## src/rtl/score_display_scan_pkg.sv

```systemverilog
// Shared definitions for the score display scanner: digit width, glyph table, scan FSM states.
// Latency: n/a (types and constants only).
// Backpressure: n/a.
//
// Glyphs are active-high in {g,f,e,d,c,b,a} order; polarity is applied at the output registers.
package score_disp_pkg;

  localparam int DIGIT_W = 4;
  localparam int SEG_W   = 7;

  typedef enum logic {
    BLANK = 1'b0,
    ON    = 1'b1
  } scan_state_t;

  //                                         gfedcba
  localparam logic [SEG_W-1:0] SEG_0    = 7'b0111111;
  localparam logic [SEG_W-1:0] SEG_1    = 7'b0000110;
  localparam logic [SEG_W-1:0] SEG_2    = 7'b1011011;
  localparam logic [SEG_W-1:0] SEG_3    = 7'b1001111;
  localparam logic [SEG_W-1:0] SEG_4    = 7'b1100110;
  localparam logic [SEG_W-1:0] SEG_5    = 7'b1101101;
  localparam logic [SEG_W-1:0] SEG_6    = 7'b1111101;
  localparam logic [SEG_W-1:0] SEG_7    = 7'b0000111;
  localparam logic [SEG_W-1:0] SEG_8    = 7'b1111111;
  localparam logic [SEG_W-1:0] SEG_9    = 7'b1101111;
  localparam logic [SEG_W-1:0] SEG_DASH = 7'b1000000;
  localparam logic [SEG_W-1:0] SEG_OFF  = 7'b0000000;

endpackage

```

## src/rtl/score_display_scan_if.sv

```systemverilog
// Bundle between the score-to-digit converter and the display scanner.
// Latency: n/a (wires only).
// Backpressure: none; the scanner samples digits_in once per frame and never stalls.
//
// Signals: digits_in (digit i on [4i+3:4i]), an (anode enables), seg ({g..a}), frame_start.
// master: digit producer / observer.  slave: the scanner.
interface score_display_scan_if #(
  parameter int NUM_DIGITS = 5
);
  import score_disp_pkg::*;

  logic [DIGIT_W*NUM_DIGITS-1:0] digits_in;
  logic [NUM_DIGITS-1:0]         an;
  logic [SEG_W-1:0]              seg;
  logic                          frame_start;

  modport master (
    output digits_in,
    input  an,
    input  seg,
    input  frame_start
  );

  modport slave (
    input  digits_in,
    output an,
    output seg,
    output frame_start
  );

endinterface

```

## src/rtl/score_display_scan_seg7_decode.sv

```systemverilog
// BCD digit to active-high 7-segment glyph; values 10-15 show a dash so bad BCD is visible.
// Latency: combinational.
// Backpressure: n/a.
//
// Ports: digit (4-bit value), blank (forces all segments off), seg ({g..a}, active-high).
module seg7_decode
  import score_disp_pkg::*;
(
  input  logic [DIGIT_W-1:0] digit,
  input  logic               blank,
  output logic [SEG_W-1:0]   seg
);

  always_comb begin
    seg = SEG_DASH;
    if (blank) begin
      seg = SEG_OFF;
    end else begin
      case (digit)
        4'd0:    seg = SEG_0;
        4'd1:    seg = SEG_1;
        4'd2:    seg = SEG_2;
        4'd3:    seg = SEG_3;
        4'd4:    seg = SEG_4;
        4'd5:    seg = SEG_5;
        4'd6:    seg = SEG_6;
        4'd7:    seg = SEG_7;
        4'd8:    seg = SEG_8;
        4'd9:    seg = SEG_9;
        default: seg = SEG_DASH;
      endcase
    end
  end

endmodule

```

## src/rtl/score_display_scan.sv

```systemverilog
// Time-multiplexed common-anode 7-segment scanner for the decimal score, one digit per slot.
// Latency: outputs registered; digits_in is captured at the frame wrap and shown from the next cycle.
// Backpressure: none; digits_in changes between frame wraps are ignored until the next snapshot.
//
// Ports: clk, rst (sync, active-high), dif (slave modport: digits_in in; an, seg, frame_start out).
// Each slot: BLANK_CYCLES dark cycles (segments already set), then the slot's anode for the rest.
// Optional build macro SCORE_LZB_EN: leading-zero blanking, evaluated once per snapshot.
module score_display_scan
  import score_disp_pkg::*;
#(
  parameter int NUM_DIGITS   = 5,
  parameter int CLK_HZ       = 50_000_000,
  parameter int SLOT_HZ      = 1000,
  parameter int BLANK_CYCLES = 16,
  parameter int ACTIVE_LOW   = 1
) (
  input  logic                clk,
  input  logic                rst,
  score_display_scan_if.slave dif
);

  localparam int TICKS = CLK_HZ / SLOT_HZ;
  localparam int CNT_W = (TICKS > 1) ? $clog2(TICKS) : 1;
  localparam int IDX_W = (NUM_DIGITS > 1) ? $clog2(NUM_DIGITS) : 1;

  localparam logic [CNT_W-1:0] CNT_LAST   = CNT_W'(TICKS - 1);
  localparam logic [CNT_W-1:0] BLANK_LAST = CNT_W'(BLANK_CYCLES - 1);
  localparam logic [IDX_W-1:0] IDX_LAST   = IDX_W'(NUM_DIGITS - 1);

  localparam logic [NUM_DIGITS-1:0] AN_POL  = (ACTIVE_LOW != 0) ? {NUM_DIGITS{1'b1}} : '0;
  localparam logic [SEG_W-1:0]      SEG_POL = (ACTIVE_LOW != 0) ? {SEG_W{1'b1}} : '0;

  if (TICKS <= BLANK_CYCLES) begin : g_bad_ticks
    $error("score_display_scan: slot length must exceed BLANK_CYCLES");
  end
  if (BLANK_CYCLES < 1) begin : g_bad_blank
    $error("score_display_scan: BLANK_CYCLES must be at least 1");
  end
  if (NUM_DIGITS < 1) begin : g_bad_digits
    $error("score_display_scan: NUM_DIGITS must be at least 1");
  end

  // Per-digit view of the incoming vector
  logic [NUM_DIGITS-1:0][DIGIT_W-1:0] din;
  assign din = dif.digits_in;

  // Scan state
  scan_state_t                        state_q, state_n;
  logic [CNT_W-1:0]                   cnt_q, cnt_n;
  logic [IDX_W-1:0]                   idx_q, idx_n;
  logic                               pend_q;   // snapshot owed after reset
  logic                               wrap;     // snapshot this edge; new frame begins

  // Frame snapshot and its leading-zero mask
  logic [NUM_DIGITS-1:0][DIGIT_W-1:0] snap_q, snap_n;
  logic [NUM_DIGITS-1:0]              lzb_q, lzb_n, lzb_cap;

  // Next-cycle output values (pre-polarity)
  logic [NUM_DIGITS-1:0]              an_d;
  logic [SEG_W-1:0]                   seg_d;
  logic [DIGIT_W-1:0]                 dig_n;
  logic                               blk_n;

  // Output registers
  logic [NUM_DIGITS-1:0]              an_q;
  logic [SEG_W-1:0]                   seg_q;
  logic                               fs_q;

`ifdef SCORE_LZB_EN
  // A digit is blanked when it and every digit above it are zero; digit 0 is never blanked.
  // Any nonzero nibble, including 10-15, stops the blanking.
  always_comb begin
    logic seen;
    seen    = 1'b0;
    lzb_cap = '0;
    for (int i = NUM_DIGITS - 1; i >= 1; i--) begin
      seen       = seen | (din[i] != '0);
      lzb_cap[i] = ~seen;
    end
  end
`else
  assign lzb_cap = '0;
`endif

  // FSM: state register
  always_ff @(posedge clk) begin
    if (rst) begin
      state_q <= BLANK;
      cnt_q   <= '0;
      idx_q   <= '0;
      pend_q  <= 1'b1;
    end else begin
      state_q <= state_n;
      cnt_q   <= cnt_n;
      idx_q   <= idx_n;
      pend_q  <= 1'b0;
    end
  end

  // FSM: next state. The first cycle after reset is treated as a frame wrap so that the
  // display starts from a fresh snapshot at idx 0 with a frame_start pulse.
  always_comb begin
    state_n = state_q;
    cnt_n   = cnt_q + 1'b1;
    idx_n   = idx_q;
    wrap    = 1'b0;
    if (pend_q) begin
      state_n = BLANK;
      cnt_n   = '0;
      idx_n   = '0;
      wrap    = 1'b1;
    end else begin
      case (state_q)
        BLANK: begin
          if (cnt_q == BLANK_LAST) begin
            state_n = ON;
          end
        end
        ON: begin
          if (cnt_q == CNT_LAST) begin
            state_n = BLANK;
            cnt_n   = '0;
            if (idx_q == IDX_LAST) begin
              idx_n = '0;
              wrap  = 1'b1;
            end else begin
              idx_n = idx_q + 1'b1;
            end
          end
        end
        default: begin
          state_n = BLANK;
          cnt_n   = '0;
        end
      endcase
    end
  end

  assign snap_n = wrap ? din : snap_q;
  assign lzb_n  = wrap ? lzb_cap : lzb_q;

  // FSM: outputs. Computed from next-state values so the registered an/seg line up with the
  // state they describe; seg is constant over a whole slot, an only changes at phase edges.
  assign dig_n = snap_n[idx_n];
  assign blk_n = lzb_n[idx_n];

  seg7_decode u_dec (
    .digit (dig_n),
    .blank (blk_n),
    .seg   (seg_d)
  );

  always_comb begin
    an_d = '0;
    if (state_n == ON) begin
      an_d[idx_n] = 1'b1;
    end
  end

  // Snapshot and output registers
  always_ff @(posedge clk) begin
    if (rst) begin
      snap_q <= '0;
      lzb_q  <= '0;
      an_q   <= AN_POL;
      seg_q  <= SEG_POL;
      fs_q   <= 1'b0;
    end else begin
      snap_q <= snap_n;
      lzb_q  <= lzb_n;
      an_q   <= an_d ^ AN_POL;
      seg_q  <= seg_d ^ SEG_POL;
      fs_q   <= wrap;
    end
  end

  assign dif.an          = an_q;
  assign dif.seg         = seg_q;
  assign dif.frame_start = fs_q;

endmodule

```

## src/flat_wrapper.sv

```systemverilog
// flat-port wrapper written by rule: the top's interface ports become plain ports
module score_display_scan_flat import score_disp_pkg::*;
#(
  parameter int NUM_DIGITS   = 5,
  parameter int CLK_HZ       = 50_000_000,
  parameter int SLOT_HZ      = 1000,
  parameter int BLANK_CYCLES = 16,
  parameter int ACTIVE_LOW   = 1
)
  (clk, rst, dif_digits_in, dif_an, dif_seg, dif_frame_start);
  score_display_scan_if #(.NUM_DIGITS(NUM_DIGITS)) dif_i ();
  input  logic clk;
  input  logic rst;
  input wire logic [$bits(dif_i.digits_in)-1:0] dif_digits_in;
  output wire logic [$bits(dif_i.an)-1:0] dif_an;
  output wire logic [$bits(dif_i.seg)-1:0] dif_seg;
  output wire logic [$bits(dif_i.frame_start)-1:0] dif_frame_start;
  assign dif_i.digits_in = dif_digits_in;
  assign dif_an = dif_i.an;
  assign dif_seg = dif_i.seg;
  assign dif_frame_start = dif_i.frame_start;
  score_display_scan #(.NUM_DIGITS(NUM_DIGITS), .CLK_HZ(CLK_HZ), .SLOT_HZ(SLOT_HZ), .BLANK_CYCLES(BLANK_CYCLES), .ACTIVE_LOW(ACTIVE_LOW)) u_core (.clk(clk), .rst(rst), .dif(dif_i));
endmodule
```

## config.mk

```make
export PLATFORM = sky130hd
export DESIGN_NAME = score_display_scan_flat
export DESIGN_NICKNAME = d
export VERILOG_FILES = /design/src/rtl/score_display_scan_pkg.sv /design/src/rtl/score_display_scan_if.sv /design/src/rtl/score_display_scan_seg7_decode.sv /design/src/rtl/score_display_scan.sv /design/src/flat_wrapper.sv
export SDC_FILE = /design/constraint.sdc
export NUM_CORES = 1
export LEC_CHECK = 0
export ABC_AREA = 1
export BUFFER_PORTS_ARGS = -buffer_cell sky130_fd_sc_hd__buf_2
export CORE_UTILIZATION = 50
export DETAILED_ROUTE_END_ITERATION = 10
export GPL_TIMING_DRIVEN = 0
export HOLD_SLACK_MARGIN = 0.08
export PLACE_DENSITY = 0.73
export SKIP_LAST_GASP = 1
export SLEW_MARGIN = 5
export SYNTH_ARGS = -nofsm -noshare
export SYNTH_HDL_FRONTEND = slang
export SYNTH_SLANG_ARGS = --single-unit
```

## constraint.sdc

```tcl
create_clock -name clk -period 3.7 [get_ports clk]
set_clock_uncertainty 0.2 [all_clocks]
set_input_delay 0.74 -clock clk [delete_from_list [all_inputs] [get_ports clk]]
set_output_delay 0.74 -clock clk [all_outputs]
set_load 0.03 [all_outputs]
```

After elaboration in Yosys (flattened, before gate mapping)
Memory sizes are Yosys's and may differ from the RTL's.
Cells that the tools add are included.
- add/sub/neg operators: 2
- magnitude comparators: 2
- eq/ne operators: 3
- mux-type cells: 25
- bitwise operators: 3
- reduce and logical (&&, ||, !) cells: 2
- operator list (cell ; number):
    16-bit two-way mux ; 2
    20-bit two-way mux ; 1
    16-bit by 1-bit adder with 16-bit output (second input constant) ; 1
    16-bit equality test (second input constant) ; 1
    16-bit by 4-bit equality test with 1-bit output (second input constant) ; 1
    4-bit binary-select mux with 3-bit select ; 1
    3-bit two-way mux ; 4
    1-bit two-way mux ; 10
    5-bit two-way mux ; 2
    7-bit two-way mux ; 1
    7-bit NOT ; 1
    5-bit NOT ; 1
    3-bit by 4-bit less-than comparator with 1-bit output (second input constant) ; 1
    4-bit two-way mux ; 1
    3-bit by 1-bit adder with 3-bit output (second input constant) ; 1
    1-bit binary-select mux with 3-bit select ; 1
    1-bit demux with 3-bit select ; 1
    3-bit equality test (second input constant) ; 1
    3-bit by 1-bit >= comparator with 1-bit output (second input constant) ; 1
    1-bit case mux with 2 select lines ; 1
    2-bit OR reduction ; 1
    1-bit logical AND ; 1
    1-bit NOT ; 1
- bits in registers: 59
- memory bits (read-only): 112
- bits of input ports: 22
- output and inout bits: 13
- memories: 1
- memory list (name ; words ; width ; read ports ; clocked after memory_dff ; wr ports ; RTL line ; RTL):
    (no name shown) ; 16 ; 7 ; 1 ; 0 ; 0 ; score_display_scan_seg7_decode.sv:19 ; case (digit)

Logic depth before layout (Yosys ltp)
- word-level depth: 11
- depth in mapped cells: 20

Hierarchy
Synthesis repeated with hierarchy kept, for this count alone.
- cells, all modules: 410
- area, all modules: 2867.8 um^2
- by module, submodules not included (module ; instances ; cells each ; area each (um^2) ; seq. area each (um^2)):
    score_display_scan ; 1 ; 373 ; 2661.3 ; 1181.1
    seg7_decode ; 1 ; 37 ; 206.4 ; 0.0

Worst setup path after synthesis
OpenSTA, ideal clock, no wires.
- kind: flip-flop to flip-flop
- start point: register u_core.cnt_q[0]
- end point: register u_core.seg_q[0], in the netlist u_core.dif.seg[0]
- arrival: 2.271 ns
- slack: 1.107 ns
- stages on the path, launching flop included: 19
- clock period less this slack: 2.593 ns
- cells stage by stage: dfxtp_1 ha_1 nand3_2 nor2_4 nand3_4 nand2_4 nand2_8 nand2_8 buf_8 nand2_1 nand3_1 nand2_1 nor2_2 inv_1 ha_1 inv_1 nand4_1 nand3_1 nand3_1
- cells in the longest elaborated chain, start to end: 10
- ends and longest elaborated chain (item ; RTL line ; RTL):
    start, declared ; score_display_scan.sv:49 ; logic [CNT_W-1:0] cnt_q, cnt_n;
    start signal, assigned ; score_display_scan.sv:94 ; cnt_q <= cnt_n;
    16-bit equality test * ; score_display_scan.sv:120 ; if (cnt_q == CNT_LAST) begin
    1-bit two-way mux ; score_display_scan.sv:120 ;
    1-bit two-way mux ; score_display_scan.sv:113 ; case (state_q)
    1-bit two-way mux ; score_display_scan.sv:107 ; if (pend_q) begin
    20-bit two-way mux ; score_display_scan.sv:139 ; assign snap_n = wrap ? din : snap_q;
    4-bit binary-select mux with 3-bit select ; score_display_scan.sv:144 ; assign dig_n = snap_n[idx_n];
    4-bit two-way mux (implied by the code) ; score_display_scan.sv:144 ;
    memory 16 x 7 bit ; -- ;
    7-bit two-way mux * ; score_display_scan_seg7_decode.sv:16 ; if (blank) begin
    7-bit NOT (no line) * ; -- ;
    end signal, assigned ; score_display_scan.sv:172 ; seg_q <= seg_d ^ SEG_POL;
    end, declared ; score_display_scan.sv:66 ; logic [SEG_W-1:0] seg_q;
Every way passes the cells marked *; elsewhere a longest branch is shown, timed or not. The select of a mux whose other input is x is not followed.
A chain may end at the register's enable or synchronous reset.

Worst setup path in the final report
Same ends and word-level chain as after synthesis.

==> flow_summary.toml <==
[outcome]
status = "completed"

[critical_path]
required_ns = 3.73
path_max_fanout = 10
worstRegToRegCells = 18
r2r_setup_slack_ns = 0.64
path_class = "flop to flop"
cp.arrival_ns = 3.09
start_kind = "flop"
r2r-start = "u_core.cnt_q[0]$_SDFF_PP0_"
r2r_end = "u_core.dif.seg[0]$_SDFF_PP1_"
cp-end-kind = "flop"

[synthesis]
synth_compound_area_frac = 0.0422
synth_top_family_by_area = "simple AND/OR/NAND/NOR gates"
synthSimpleGateAreaFrac = 0.413
ys_ff_latch = 59
synth_cells = 398
netlist_area_um2 = 3030
ys_warn_count = 0
synth_cell_types = 39
synth_nets = 428
synthXorXnorAreaFrac = 0.0203
seq_area_frac_synth = 0.390
synthAdderAreaFrac = 0.0331
syn_avg_cell_area_um2 = 7.60
synth.area.mux_share = 0

[drt]
routed_wl_um = 6160
drt-initial-drc-count = 111
drtAntennaViolNets = 0
wl_per_cell_um = 11.8
dr.pass1.iters = 4
vias = 2529
vias_per_cell = 4.86
drcViolationCount = 0

[global_route]
grt_pass1_wl_um = 10500
grtUsageTotal = 0.220
grt.overflow.total = 0
antenna_found_initial = 0
grt_pass1_vias = 2317
grt_max_degree = 11

[clock_tree]
root_buffer = "clkbuf_8"
cts_made_buffers = 9
h-tree-depth = 3
cts_tree = "done"
hold_buffers = 0
clock_latency_ns = 0.34
cts_setup_buffers = 0
numClockSinks = 59
ctsResizeCount = 0
path_clk_slew_ns = 0.07
cts_max_path_buffers = 2

[power_and_ir_drop]
cellLeakagePower_nw = 1.61
p_per_area_nw_per_um2 = 438
peakVddDrop_mv = 0.286

[sta]
finalSetupTns_ns = 0
drv_slew = 0
setup_viol = 0
rsz0062_at_grt = "no"
hold_viol = 0
slew_headroom = 0.629
setup_ws_ns = 0.640
tightest_slew_ns = 0.557
period_share = 0.827
post-route-min-period_ns = 3.06
clock.fmax_mhz = 327

[place]
placed_area_um2 = 3290
dpl.hpwl_um = 4450
place_ws_ns = 0.684
io_buffers = 34
globalplace.congestion = 0.859

[floorplan]
die_w_um = 79.8
rows = 27
dieArea_um2 = 6370
num_io_pins = 35
core_area_um2 = 5680
fp.dieH_um = 79.8
start_util = 0.533

[worst_hold_path]
holdPathStages = 1
worstHoldStart = "u_core.cnt_q[0]$_SDFF_PP0_"
hold-path-endpoint = "u_core.cnt_q[0]$_SDFF_PP0_"
hp-class = "flop to flop"

[layout]
syn_to_final_growth_pct = 16.6
fin_area_um2 = 3530
final_common_cell = "nand2_1"
diodes = 0
nets = 473
layout_common_cells = "84 x nand2_1, 59 x dfxtp_1, 58 x inv_1"
fill_cells = 518
drive_gt1_frac = 0.248

[flow_run]
cap_violations = 0
==> metrics by stage <==
stage	hold WS [ns]	util	total power, mW	std cells
5_1_grt	0.278	0.622	1.60	520
3_3_place_gp	0.229	0.579	0.834	504
6_report	0.243	0.622	1.55	520
4_1_cts	0.250	0.622	1.55	520
2_1_floorplan	0.218	-	0.796	398
3_5_place_dp	0.237	0.579	0.838	504
==> logic make-up (layout without fill, tap and decap cells) <==
group           count (synthesis)  count (layout)
xor+xnor                        7               7
fa+ha+maj                       8               8
buf+inv                        73             123
simple gates                  233             233
flops                          59              59
compound gates                 18              18
==> Yosys cell counts, drive strengths merged <==
master,count,area (um^2)
or2,1,6.26
clkbuf,4,15.0
nor2,62,307
buf,5,50.0
nand3b,5,37.5
and3,2,12.5
dfxtp,59,1180
nor3,7,40.0
nor3b,2,15.0
nand3,39,270
o21ai,7,42.5
o31ai,5,37.5
xnor2,1,8.76
ha,8,100
nand2,106,505
clkinv,1,5.00
inv,63,236
o21a,1,7.51
nor4,1,6.26
a41oi,1,8.76
a21oi,4,31.3
xor2,6,52.6
nand4,8,50.1
==> flip-flops by register name, indices dropped and copies added (netlist names) <==
register,flops
u_core.snap_q,20
u_core.cnt_q,16
u_core.dif.seg,7
u_core.dif.an,5
u_core.lzb_q,5
u_core.idx_q,3
u_core.dif.frame_start,1
u_core.pend_q,1
u_core.state_q,1
==> report_power, final <==
| part | total [mW] | internal (mW) | switching, mW |
|---|---|---|---|
| combinational | 0.162 | 0.0549 | 0.107 |
| clock | 0.721 | 0.464 | 0.257 |
| sequential | 0.664 | 0.658 | 0.00582 |
==> worst max-delay path, cell delays in order (launching register included) <==
cell and delay [ns]:
dfxtp_1 0.35, ha_1 0.22, nand3_2 0.15, nor2_1 0.13
nand4_1 0.18, nand2_1 0.24, buf_4 0.21, nand2_1 0.08
nand2_1 0.10, nand2_1 0.06, nand3_1 0.06, nand2_1 0.06
nor2_2 0.25, inv_1 0.11, ha_1 0.21, inv_1 0.06
nand4_1 0.13, nand3_1 0.11, nand3_1 0.07
==> area by class of cell <==
type	count	area [um^2]	area share
multi-input combinational	266	1540	0.436
sequential	59	1180	0.335
inverter	64	241	0.0684
timing repair buffer	34	170	0.0482
clock buffer	11	141	0.0401
clock inverter	5	100	0.0284
tap	72	90.1	0.0255
buffer	9	65.1	0.0184
==> routing by layer <==
metal | up-vias | GRT usage | routed length (um) | share of wire
met5 | - | 0 | 0 | 0
met3 | 9 | 0.0514 | 330 | 0.054
met2 | 62 | 0.344 | 2700 | 0.44
li1 | 1336 | - | - | -
met1 | 1122 | 0.290 | 3020 | 0.49
met4 | 0 | 0.0929 | 101 | 0.016
==> how the worst max path moves through the flow <==
stage	startpoint	end	slack (ns)	cells past startpoint
final	u_core.cnt_q[0]$_SDFF_PP0_	u_core.dif.seg[0]$_SDFF_PP1_	0.64	18
after CTS	u_core.cnt_q[0]$_SDFF_PP0_	u_core.dif.seg[0]$_SDFF_PP1_	0.62	18
after global routing	u_core.cnt_q[0]$_SDFF_PP0_	u_core.dif.seg[3]$_SDFF_PP1_	0.31	18
after detailed placement	u_core.cnt_q[0]$_SDFF_PP0_	u_core.dif.seg[0]$_SDFF_PP1_	0.68	18
after global placement	u_core.cnt_q[0]$_SDFF_PP0_	u_core.dif.seg[0]$_SDFF_PP1_	0.74	18
after floorplan	u_core.cnt_q[0]$_SDFF_PP0_	u_core.dif.seg[0]$_SDFF_PP1_	1.11	18
No activity file was read; power rests on OpenSTA's default activity.
